[src/rtl/hydra_pkt_gen_pkg.sv]
// rtl/hydra_pkt_gen_pkg.sv - shared types and default widths for the hydra packet generator
package hydra_pkt_gen_pkg;

  localparam int HDR_LEN_W  = 9;
  localparam int HDR_PRIO_W = 3;
  localparam int HDR_DEST_W = 4;
  localparam int HDR_W      = HDR_LEN_W + HDR_PRIO_W + HDR_DEST_W;
  localparam int CMD_CNT_W  = 16;
  localparam int CMD_GAP_W  = 4;

  typedef enum logic [2:0] {
    ST_IDLE,
    ST_SOP,
    ST_HDR,
    ST_PAY,
    ST_EOP,
    ST_GAP
  } state_e;

  typedef struct packed {
    logic [HDR_LEN_W-1:0]  len;
    logic [HDR_PRIO_W-1:0] prio;
    logic [HDR_DEST_W-1:0] dest;
  } hdr_t;

  typedef struct packed {
    hdr_t                 hdr;
    logic [CMD_CNT_W-1:0] count;
    logic [CMD_GAP_W-1:0] gap;
    logic                 mode;
  } cmd_t;

endpackage

[src/rtl/hydra_pkt_gen_chan.sv]
// rtl/hydra_pkt_gen_chan.sv - one generator channel: FSM, counters and registered write-side outputs
module hydra_pkt_gen_chan
  import hydra_pkt_gen_pkg::*;
#(
  parameter int DATA_WIDTH = 16,
  parameter int LEN_WIDTH  = 9,
  parameter int PRIO_WIDTH = 3,
  parameter int DEST_WIDTH = 4,
  parameter int CNT_WIDTH  = 16,
  parameter int GAP_WIDTH  = 4
) (
  input  logic                  i_clk,
  input  logic                  i_rst,
  input  logic                  i_start,
  input  logic [DEST_WIDTH-1:0] i_dest,
  input  logic [PRIO_WIDTH-1:0] i_prio,
  input  logic [LEN_WIDTH-1:0]  i_len,
  input  logic [CNT_WIDTH-1:0]  i_count,
  input  logic [GAP_WIDTH-1:0]  i_gap,
  input  logic                  i_mode,
  input  logic                  i_abort,
  input  logic                  i_pause,
  output logic                  o_sop,
  output logic                  o_vld,
  output logic [DATA_WIDTH-1:0] o_data,
  output logic                  o_eop,
  output logic                  o_busy,
  output logic                  o_done
);

  localparam int SEQ_W = DATA_WIDTH / 2;

  state_e                r_state;
  logic [DEST_WIDTH-1:0] r_dest;
  logic [PRIO_WIDTH-1:0] r_prio;
  logic [LEN_WIDTH-1:0]  r_len;
  logic [GAP_WIDTH-1:0]  r_gap;
  logic                  r_mode;
  logic [CNT_WIDTH-1:0]  r_remain;
  logic [SEQ_W-1:0]      r_seq;
  logic [LEN_WIDTH-1:0]  r_widx;
  logic [GAP_WIDTH-1:0]  r_gcnt;
  logic                  r_abort;
  logic                  r_sop, r_vld, r_eop, r_done;
  logic [DATA_WIDTH-1:0] r_data;

  state_e                w_ns;
  logic [LEN_WIDTH-1:0]  w_widx_n, w_widx_inc;
  logic [GAP_WIDTH-1:0]  w_gcnt_n;
  logic                  w_emit, w_abt, w_last;
  logic [DATA_WIDTH-1:0] w_pay, w_data_n;

  // A SOP/HDR/PAY cycle only advances if it actually went out (was not paused)
  always_comb begin
    w_emit     = r_sop | r_vld;
    w_abt      = r_abort | i_abort;
    w_last     = (r_remain == '0);
    w_widx_inc = r_widx + LEN_WIDTH'(1);
    w_ns       = r_state;
    w_widx_n   = r_widx;
    w_gcnt_n   = r_gcnt;
    case (r_state)
      ST_IDLE: if (i_start) w_ns = ST_SOP;
      ST_SOP: begin
        if (w_emit)     w_ns = ST_HDR;
        else if (w_abt) w_ns = ST_IDLE;
      end
      ST_HDR: begin
        if (w_emit) begin
          w_widx_n = '0;
          w_ns     = (r_len == '0) ? ST_EOP : ST_PAY;
        end
      end
      ST_PAY: begin
        if (w_emit) begin
          if (w_widx_inc == r_len) w_ns = ST_EOP;
          else                     w_widx_n = w_widx_inc;
        end
      end
      ST_EOP: begin
        w_gcnt_n = r_gap;
        if (w_abt || (w_last && r_gap == '0)) w_ns = ST_IDLE;
        else if (r_gap == '0)                 w_ns = ST_SOP;
        else                                  w_ns = ST_GAP;
      end
      ST_GAP: begin
        if (w_abt)                            w_ns = ST_IDLE;
        else if (r_gcnt == GAP_WIDTH'(1))     w_ns = w_last ? ST_IDLE : ST_SOP;
        else                                  w_gcnt_n = r_gcnt - GAP_WIDTH'(1);
      end
      default: w_ns = ST_IDLE;
    endcase

    w_pay = DATA_WIDTH'(w_widx_n);
    if (r_mode) w_pay = w_pay ^ (DATA_WIDTH'(r_seq) << SEQ_W);
    w_data_n = '0;
    if (!i_pause) begin
      if (w_ns == ST_HDR)      w_data_n = {r_len, r_prio, r_dest};
      else if (w_ns == ST_PAY) w_data_n = w_pay;
    end
  end

  always_ff @(posedge i_clk) begin
    if (i_rst) begin
      r_state  <= ST_IDLE;
      r_dest   <= '0;
      r_prio   <= '0;
      r_len    <= '0;
      r_gap    <= '0;
      r_mode   <= 1'b0;
      r_remain <= '0;
      r_seq    <= '0;
      r_widx   <= '0;
      r_gcnt   <= '0;
      r_abort  <= 1'b0;
      r_sop    <= 1'b0;
      r_vld    <= 1'b0;
      r_eop    <= 1'b0;
      r_done   <= 1'b0;
      r_data   <= '0;
    end else begin
      r_state <= w_ns;
      r_widx  <= w_widx_n;
      r_gcnt  <= w_gcnt_n;
      if (r_state == ST_IDLE && i_start) begin
        r_dest   <= i_dest;
        r_prio   <= i_prio;
        r_len    <= i_len;
        r_gap    <= i_gap;
        r_mode   <= i_mode;
        r_remain <= i_count;
        r_seq    <= '0;
      end else if (w_ns == ST_EOP) begin
        r_remain <= r_remain - CNT_WIDTH'(1);
        r_seq    <= r_seq + SEQ_W'(1);
      end
      r_abort <= (w_ns != ST_IDLE) && (r_state != ST_IDLE) && w_abt;
      r_sop   <= (w_ns == ST_SOP) && !i_pause;
      r_vld   <= ((w_ns == ST_HDR) || (w_ns == ST_PAY)) && !i_pause;
      r_eop   <= (w_ns == ST_EOP);
      r_done  <= (w_ns == ST_IDLE) && (r_state != ST_IDLE);
      r_data  <= w_data_n;
    end
  end

  assign o_sop  = r_sop;
  assign o_vld  = r_vld;
  assign o_data = r_data;
  assign o_eop  = r_eop;
  assign o_done = r_done;
  assign o_busy = (r_state != ST_IDLE);

endmodule

[src/rtl/hydra_pkt_gen.sv]
// rtl/hydra_pkt_gen.sv - multi-channel hydra write-side packet generator
module hydra_pkt_gen
  import hydra_pkt_gen_pkg::*;
#(
  parameter int  NUM_PORTS  = 16,
  parameter int  DATA_WIDTH = HDR_W,
  parameter int  LEN_WIDTH  = HDR_LEN_W,
  parameter int  PRIO_WIDTH = HDR_PRIO_W,
  parameter int  DEST_WIDTH = HDR_DEST_W,
  parameter int  CNT_WIDTH  = CMD_CNT_W,
  parameter int  GAP_WIDTH  = CMD_GAP_W,
  localparam int PORT_W     = (NUM_PORTS > 1) ? $clog2(NUM_PORTS) : 1
) (
  input  logic                            clk,
  input  logic                            rst,
  input  logic                            cmd_vld,
  output logic                            cmd_rdy,
  input  logic [PORT_W-1:0]               cmd_port,
  input  logic [DEST_WIDTH-1:0]           cmd_dest,
  input  logic [PRIO_WIDTH-1:0]           cmd_prio,
  input  logic [LEN_WIDTH-1:0]            cmd_len,
  input  logic [CNT_WIDTH-1:0]            cmd_count,
  input  logic [GAP_WIDTH-1:0]            cmd_gap,
  input  logic                            cmd_mode,
  input  logic [NUM_PORTS-1:0]            abort,
  input  logic [NUM_PORTS-1:0]            pause,
  output logic [NUM_PORTS-1:0]            wr_sop,
  output logic [NUM_PORTS-1:0]            wr_vld,
  output logic [NUM_PORTS*DATA_WIDTH-1:0] wr_data,
  output logic [NUM_PORTS-1:0]            wr_eop,
  output logic [NUM_PORTS-1:0]            busy,
  output logic [NUM_PORTS-1:0]            done
);

  if ((LEN_WIDTH + PRIO_WIDTH + DEST_WIDTH) != DATA_WIDTH || NUM_PORTS < 1) begin : g_cfg_err
    $error("hydra_pkt_gen: header fields must exactly fill DATA_WIDTH and NUM_PORTS must be >= 1");
  end

  logic                 w_port_ok;
  logic                 w_accept;
  logic [NUM_PORTS-1:0] w_busy;

  // A zero-count command is handshaken but never reaches a channel
  assign w_port_ok = (int'(cmd_port) < NUM_PORTS);
  assign cmd_rdy   = w_port_ok && !w_busy[cmd_port] && !rst;
  assign w_accept  = cmd_vld && cmd_rdy && (cmd_count != '0);
  assign busy      = w_busy;

  for (genvar i = 0; i < NUM_PORTS; i++) begin : g_chan
    logic w_start;
    assign w_start = w_accept && (cmd_port == PORT_W'(i));

    hydra_pkt_gen_chan #(
      .DATA_WIDTH (DATA_WIDTH),
      .LEN_WIDTH  (LEN_WIDTH),
      .PRIO_WIDTH (PRIO_WIDTH),
      .DEST_WIDTH (DEST_WIDTH),
      .CNT_WIDTH  (CNT_WIDTH),
      .GAP_WIDTH  (GAP_WIDTH)
    ) u_chan (
      .i_clk   (clk),
      .i_rst   (rst),
      .i_start (w_start),
      .i_dest  (cmd_dest),
      .i_prio  (cmd_prio),
      .i_len   (cmd_len),
      .i_count (cmd_count),
      .i_gap   (cmd_gap),
      .i_mode  (cmd_mode),
      .i_abort (abort[i]),
      .i_pause (pause[i]),
      .o_sop   (wr_sop[i]),
      .o_vld   (wr_vld[i]),
      .o_data  (wr_data[i*DATA_WIDTH +: DATA_WIDTH]),
      .o_eop   (wr_eop[i]),
      .o_busy  (w_busy[i]),
      .o_done  (done[i])
    );
  end

endmodule

[config.mk]
export PLATFORM = sky130hd
export DESIGN_NAME = hydra_pkt_gen
export DESIGN_NICKNAME = d
export VERILOG_FILES = /design/src/rtl/hydra_pkt_gen_pkg.sv /design/src/rtl/hydra_pkt_gen_chan.sv /design/src/rtl/hydra_pkt_gen.sv
export SDC_FILE = /design/constraint.sdc
export NUM_CORES = 2
export LEC_CHECK = 0
export CAP_MARGIN = 5
export CELL_PAD_IN_SITES_DETAIL_PLACEMENT = 1
export CELL_PAD_IN_SITES_GLOBAL_PLACEMENT = 2
export CORE_MARGIN = 1.5
export CORE_UTILIZATION = 39
export CTS_CLUSTER_DIAMETER = 100
export DETAILED_ROUTE_END_ITERATION = 10
export PLACE_DENSITY_LB_ADDON = 0.1
export SYNTH_ARGS = -nofsm -noshare
export SYNTH_HDL_FRONTEND = slang
export SYNTH_HIERARCHICAL = 1
export SYNTH_SLANG_ARGS = --single-unit
[constraint.sdc]
create_clock -name clk -period 6.6 [get_ports clk]
set_input_delay 1.98 -clock clk [delete_from_list [all_inputs] [get_ports clk]]
set_output_delay 1.98 -clock clk [all_outputs]
set_load 0.05 [all_outputs]
==> metrics <==
global-route wire length before repair 375 mm; number of synthesized flops with an enable pin 0; post-synthesis async set-or-reset flop share 0%; clock-pin slew of the registers on the worst-case setup and hold paths 60 ps; Synth Flop Type sky130_fd_sc_hd__dfxtp_1; pin count of the biggest net entering global routing 143; worst ir drop on vdd 0.275 mV; category of the worst setup path capture point output port; synthesis-stage register bit count 1312; Netlist Area Pre-Place 65100 um2; area of the placeable core 165000 um2; GRT Overall Usage 28.3%; die height 412 um; minimum clock period after layout 6400 ps; quantity of I/O buffers inserted on ports 412; relative max-transition margin 15.9%; critical path start-end classification in -> out; DRC violation count after routing 0; DRT iter0 DRCs 4109; RSZ-0062 raised after global routing false; count of cells along the worst register-to-register path 16; slowest CP cell sky130_fd_sc_hd__clkdlybuf4s50_1; Worst Setup Slack post-DPL -78.6 ps; cell count after placement 10.3k; Max Slew Vio Count 0; layout net count 8394; vias in the first global route 61.3k; Gate Count Post-Synth 8000; critical-path maximum fanout 9; CP arrival 4420 ps; final worst slack 203 ps; non-filler instance count after layout 10.6k; switching share of power 23.2%; TritonRoute pass-1 iters 7; endpoint of the lowest-slack register-to-register path g_chan[12].u_chan/r_remain[11]; number of buffers between clock root and the deepest sink 3; kind of start point of the critical path input pin; number of distinct library cell variants in the gate-level netlist after synthesis 113; Final period util 96.9%; fraction of power consumed by the clock network 52.0%; stage delay of the slowest cell on the critical path 700 ps; start of the worst register-to-register path g_chan[2].u_chan/r_state[0]; Vias/cell 5.83; initial core utilization 39.4%; Largest delay share family, worst path simple AND/OR/NAND/NOR gates; result of the run finished clean; timing endpoint of the critical path cmd_rdy; Mapped Avg Cell Area 8.14 um2; internal power of the cells 14.1 mW; count of synthesis-stage warnings from yosys 6; Worst Hold Margin 454 ps; Hold Violations, Final 0; H-Tree Depth 4; number of endpoints failing setup at the final stage 0; layout cells sized above 1 8.56%; # clock sinks 1312; clk_skew 28.9 ps; MaxCap Viol Count 0; site row count 149; stages on the worst setup path 7; proportion of power drawn by flip-flops and latches 43.7%; routed wire length 247 mm; part of the Yosys area used for sequential elements 40.3%; reg2reg setup slack 1670 ps; TritonCTS clock tree yes; routed wirelength normalized by instance count 23.4 um; transition time at the pin with the least slew margin 1250 ps; number of top-level pins 413; GP Congestion 0.875; number of buffers inserted during clock tree synthesis 153; worst min-delay path class reg -> reg; Filler Cells Inserted 19.4k; number of nets with antenna violations after detailed routing 0; overall die area 169000 um2; number of antenna violations at the first check in global routing 25; Hold Path Cell Cnt 2; number of buffers inserted to repair setup after CTS 0; sum of overflow across all layers after global routing 0; clock latency on the worst-skew pair 810 ps; critical path, cell by cell clkdlybuf4s50_1 -> mux2i_1 -> nor3b_1 -> or4_1 -> nor3_2 -> buf_4 -> buf_12; standby leakage power 26.8 nW; areal power density over the cells 240 nW/um2; ANT cells 0; width of the die 412 um; Buffers & Inverters on Critical Path 3; achievable frequency 0.156 GHz; HPWL Detailed 165 mm; Req. time, crit path 4620 ps; net switching power of the design 4.24 mW; P&R area growth vs syn 17.4%; routed via count 61.5k; number of nets produced by synthesis 8156; beginning of the critical path cmd_port[1]; combinational cell fraction of total power 4.3%; root buffer cell sky130_fd_sc_hd__clkbuf_16
cell usage in the layout, fill, tap and decap left out, types with 159 or more instances in the layout:
| master | count |
|---|---|
| sky130_fd_sc_hd__xnor2_1 | 161 |
| sky130_fd_sc_hd__nand2_1 | 1299 |
| sky130_fd_sc_hd__a211oi_1 | 159 |
| sky130_fd_sc_hd__nor3_1 | 285 |
| sky130_fd_sc_hd__nor2_1 | 871 |
| sky130_fd_sc_hd__xor2_1 | 169 |
| sky130_fd_sc_hd__dfxtp_1 | 1312 |
| sky130_fd_sc_hd__clkdlybuf4s50_1 | 373 |
| sky130_fd_sc_hd__nand3_1 | 211 |
| sky130_fd_sc_hd__a21oi_1 | 584 |
| sky130_fd_sc_hd__o21ai_0 | 180 |
registers in the layout, indices dropped and copies added (netlist names):
signal / count
g_chan.u_chan/r_remain: 256
g_chan.u_chan/r_abort: 16
g_chan.u_chan/o_data: 256
g_chan.u_chan/o_sop: 16
g_chan.u_chan/r_len: 144
g_chan.u_chan/r_gap: 64
g_chan.u_chan/r_mode: 16
g_chan.u_chan/r_state: 48
g_chan.u_chan/o_vld: 16
g_chan.u_chan/o_done: 16
g_chan.u_chan/r_dest: 64
g_chan.u_chan/r_prio: 48
g_chan.u_chan/r_seq: 128
g_chan.u_chan/o_eop: 16
g_chan.u_chan/r_gcnt: 64
g_chan.u_chan/r_widx: 144
cell type report:
type,instances,area [um2],area share [%]
Multi-Input combinational cell,6081,36100,47.3
Sequential cell,1312,26300,34.4
Timing Repair Buffer,556,5120,6.70
Clock buffer,218,4540,5.94
Tap cell,2189,2740,3.58
Clock inverter,66,1140,1.50
Inverter,134,503,0.658
worst register-to-register path, delay by kind of cell, from the launching register on:
kind	cells	cell delay, ps
compound gates	3	550
mux	1	260
xor+xnor	1	90
buf+inv	3	810
flops	1	450
simple gates	8	2660
synthesized netlist by cell type, drive strengths merged, types with 80 or more instances:
| library cell | number | area [um2] |
|---|---|---|
| inv | 134 | 503 |
| and3 | 112 | 706 |
| clkbuf | 328 | 1270 |
| nor3 | 287 | 1440 |
| a21oi | 587 | 2970 |
| dfxtp | 1312 | 26300 |
| or3 | 94 | 667 |
| and2 | 95 | 594 |
| nand2 | 1315 | 4980 |
| nor4 | 150 | 1090 |
| xnor2 | 162 | 1430 |
| xor2 | 169 | 1480 |
| buf | 145 | 997 |
| nand3 | 224 | 1190 |
| nor2 | 880 | 3330 |
| o21ai | 226 | 1160 |
| nor2b | 126 | 788 |
| a211oi | 171 | 1370 |
| ha | 80 | 1000 |
repair_timing:
action,in CTS,in global routing
setup endpoints to repair,1,0
resized for setup,1,0
hold buffers,0,0
metal layers:
layer	vias to the layer above	global-route usage (%)	routed length, um
met1	30700	38.0	112000
met4	4	9.69	8410
met2	1330	46.6	116000
met5	-	0	23
met3	412	3.76	11000
li1	29100	-	-
logic make-up after synthesis:
family / after synthesis / synth area share, %
compound gates: 1706 / 18.3
xor+xnor: 337 / 4.68
fa+ha+maj: 80 / 1.54
buf+inv: 607 / 4.26
flops: 1312 / 40.3
mux: 88 / 1.41
simple gates: 3870 / 29.5
power groups by stage:
stage	clock network (mW)	registers (mW)	logic, mW
CTS	9.75	7.99	0.794
finish	9.53	7.99	0.791
floorplan	0	8.16	0.363
global route	10.0	7.99	0.834
global placement	0	8.17	0.782
detailed placement	0	8.17	0.790
worst min-delay path by stage:
stage                                startpoint                           to  slack [ps]
global placement    g_chan[15].u_chan/r_dest[2]  g_chan[15].u_chan/r_dest[2]         440
finish               g_chan[5].u_chan/r_prio[0]   g_chan[5].u_chan/o_data[4]         450
floorplan            g_chan[0].u_chan/r_dest[0]   g_chan[0].u_chan/o_data[0]         420
detailed placement  g_chan[12].u_chan/r_prio[0]  g_chan[12].u_chan/r_prio[0]         450
CTS                 g_chan[15].u_chan/r_prio[1]  g_chan[15].u_chan/r_prio[1]         460
global route        g_chan[11].u_chan/r_dest[0]  g_chan[11].u_chan/r_dest[0]         470
through the flow:
step                power (mW)  utilization, %  TNS [ps]  cell area, um2
global route              18.9            46.2         0           76500
detailed placement        8.96            42.8     -78.6           70800
CTS                       18.5            46.2         0           76500
finish                    18.3            46.2         0           76500
global placement          8.95            42.8      -100           70800
floorplan                 8.52               -         0           65100
Note: power is estimated with default switching activity, not from simulation.
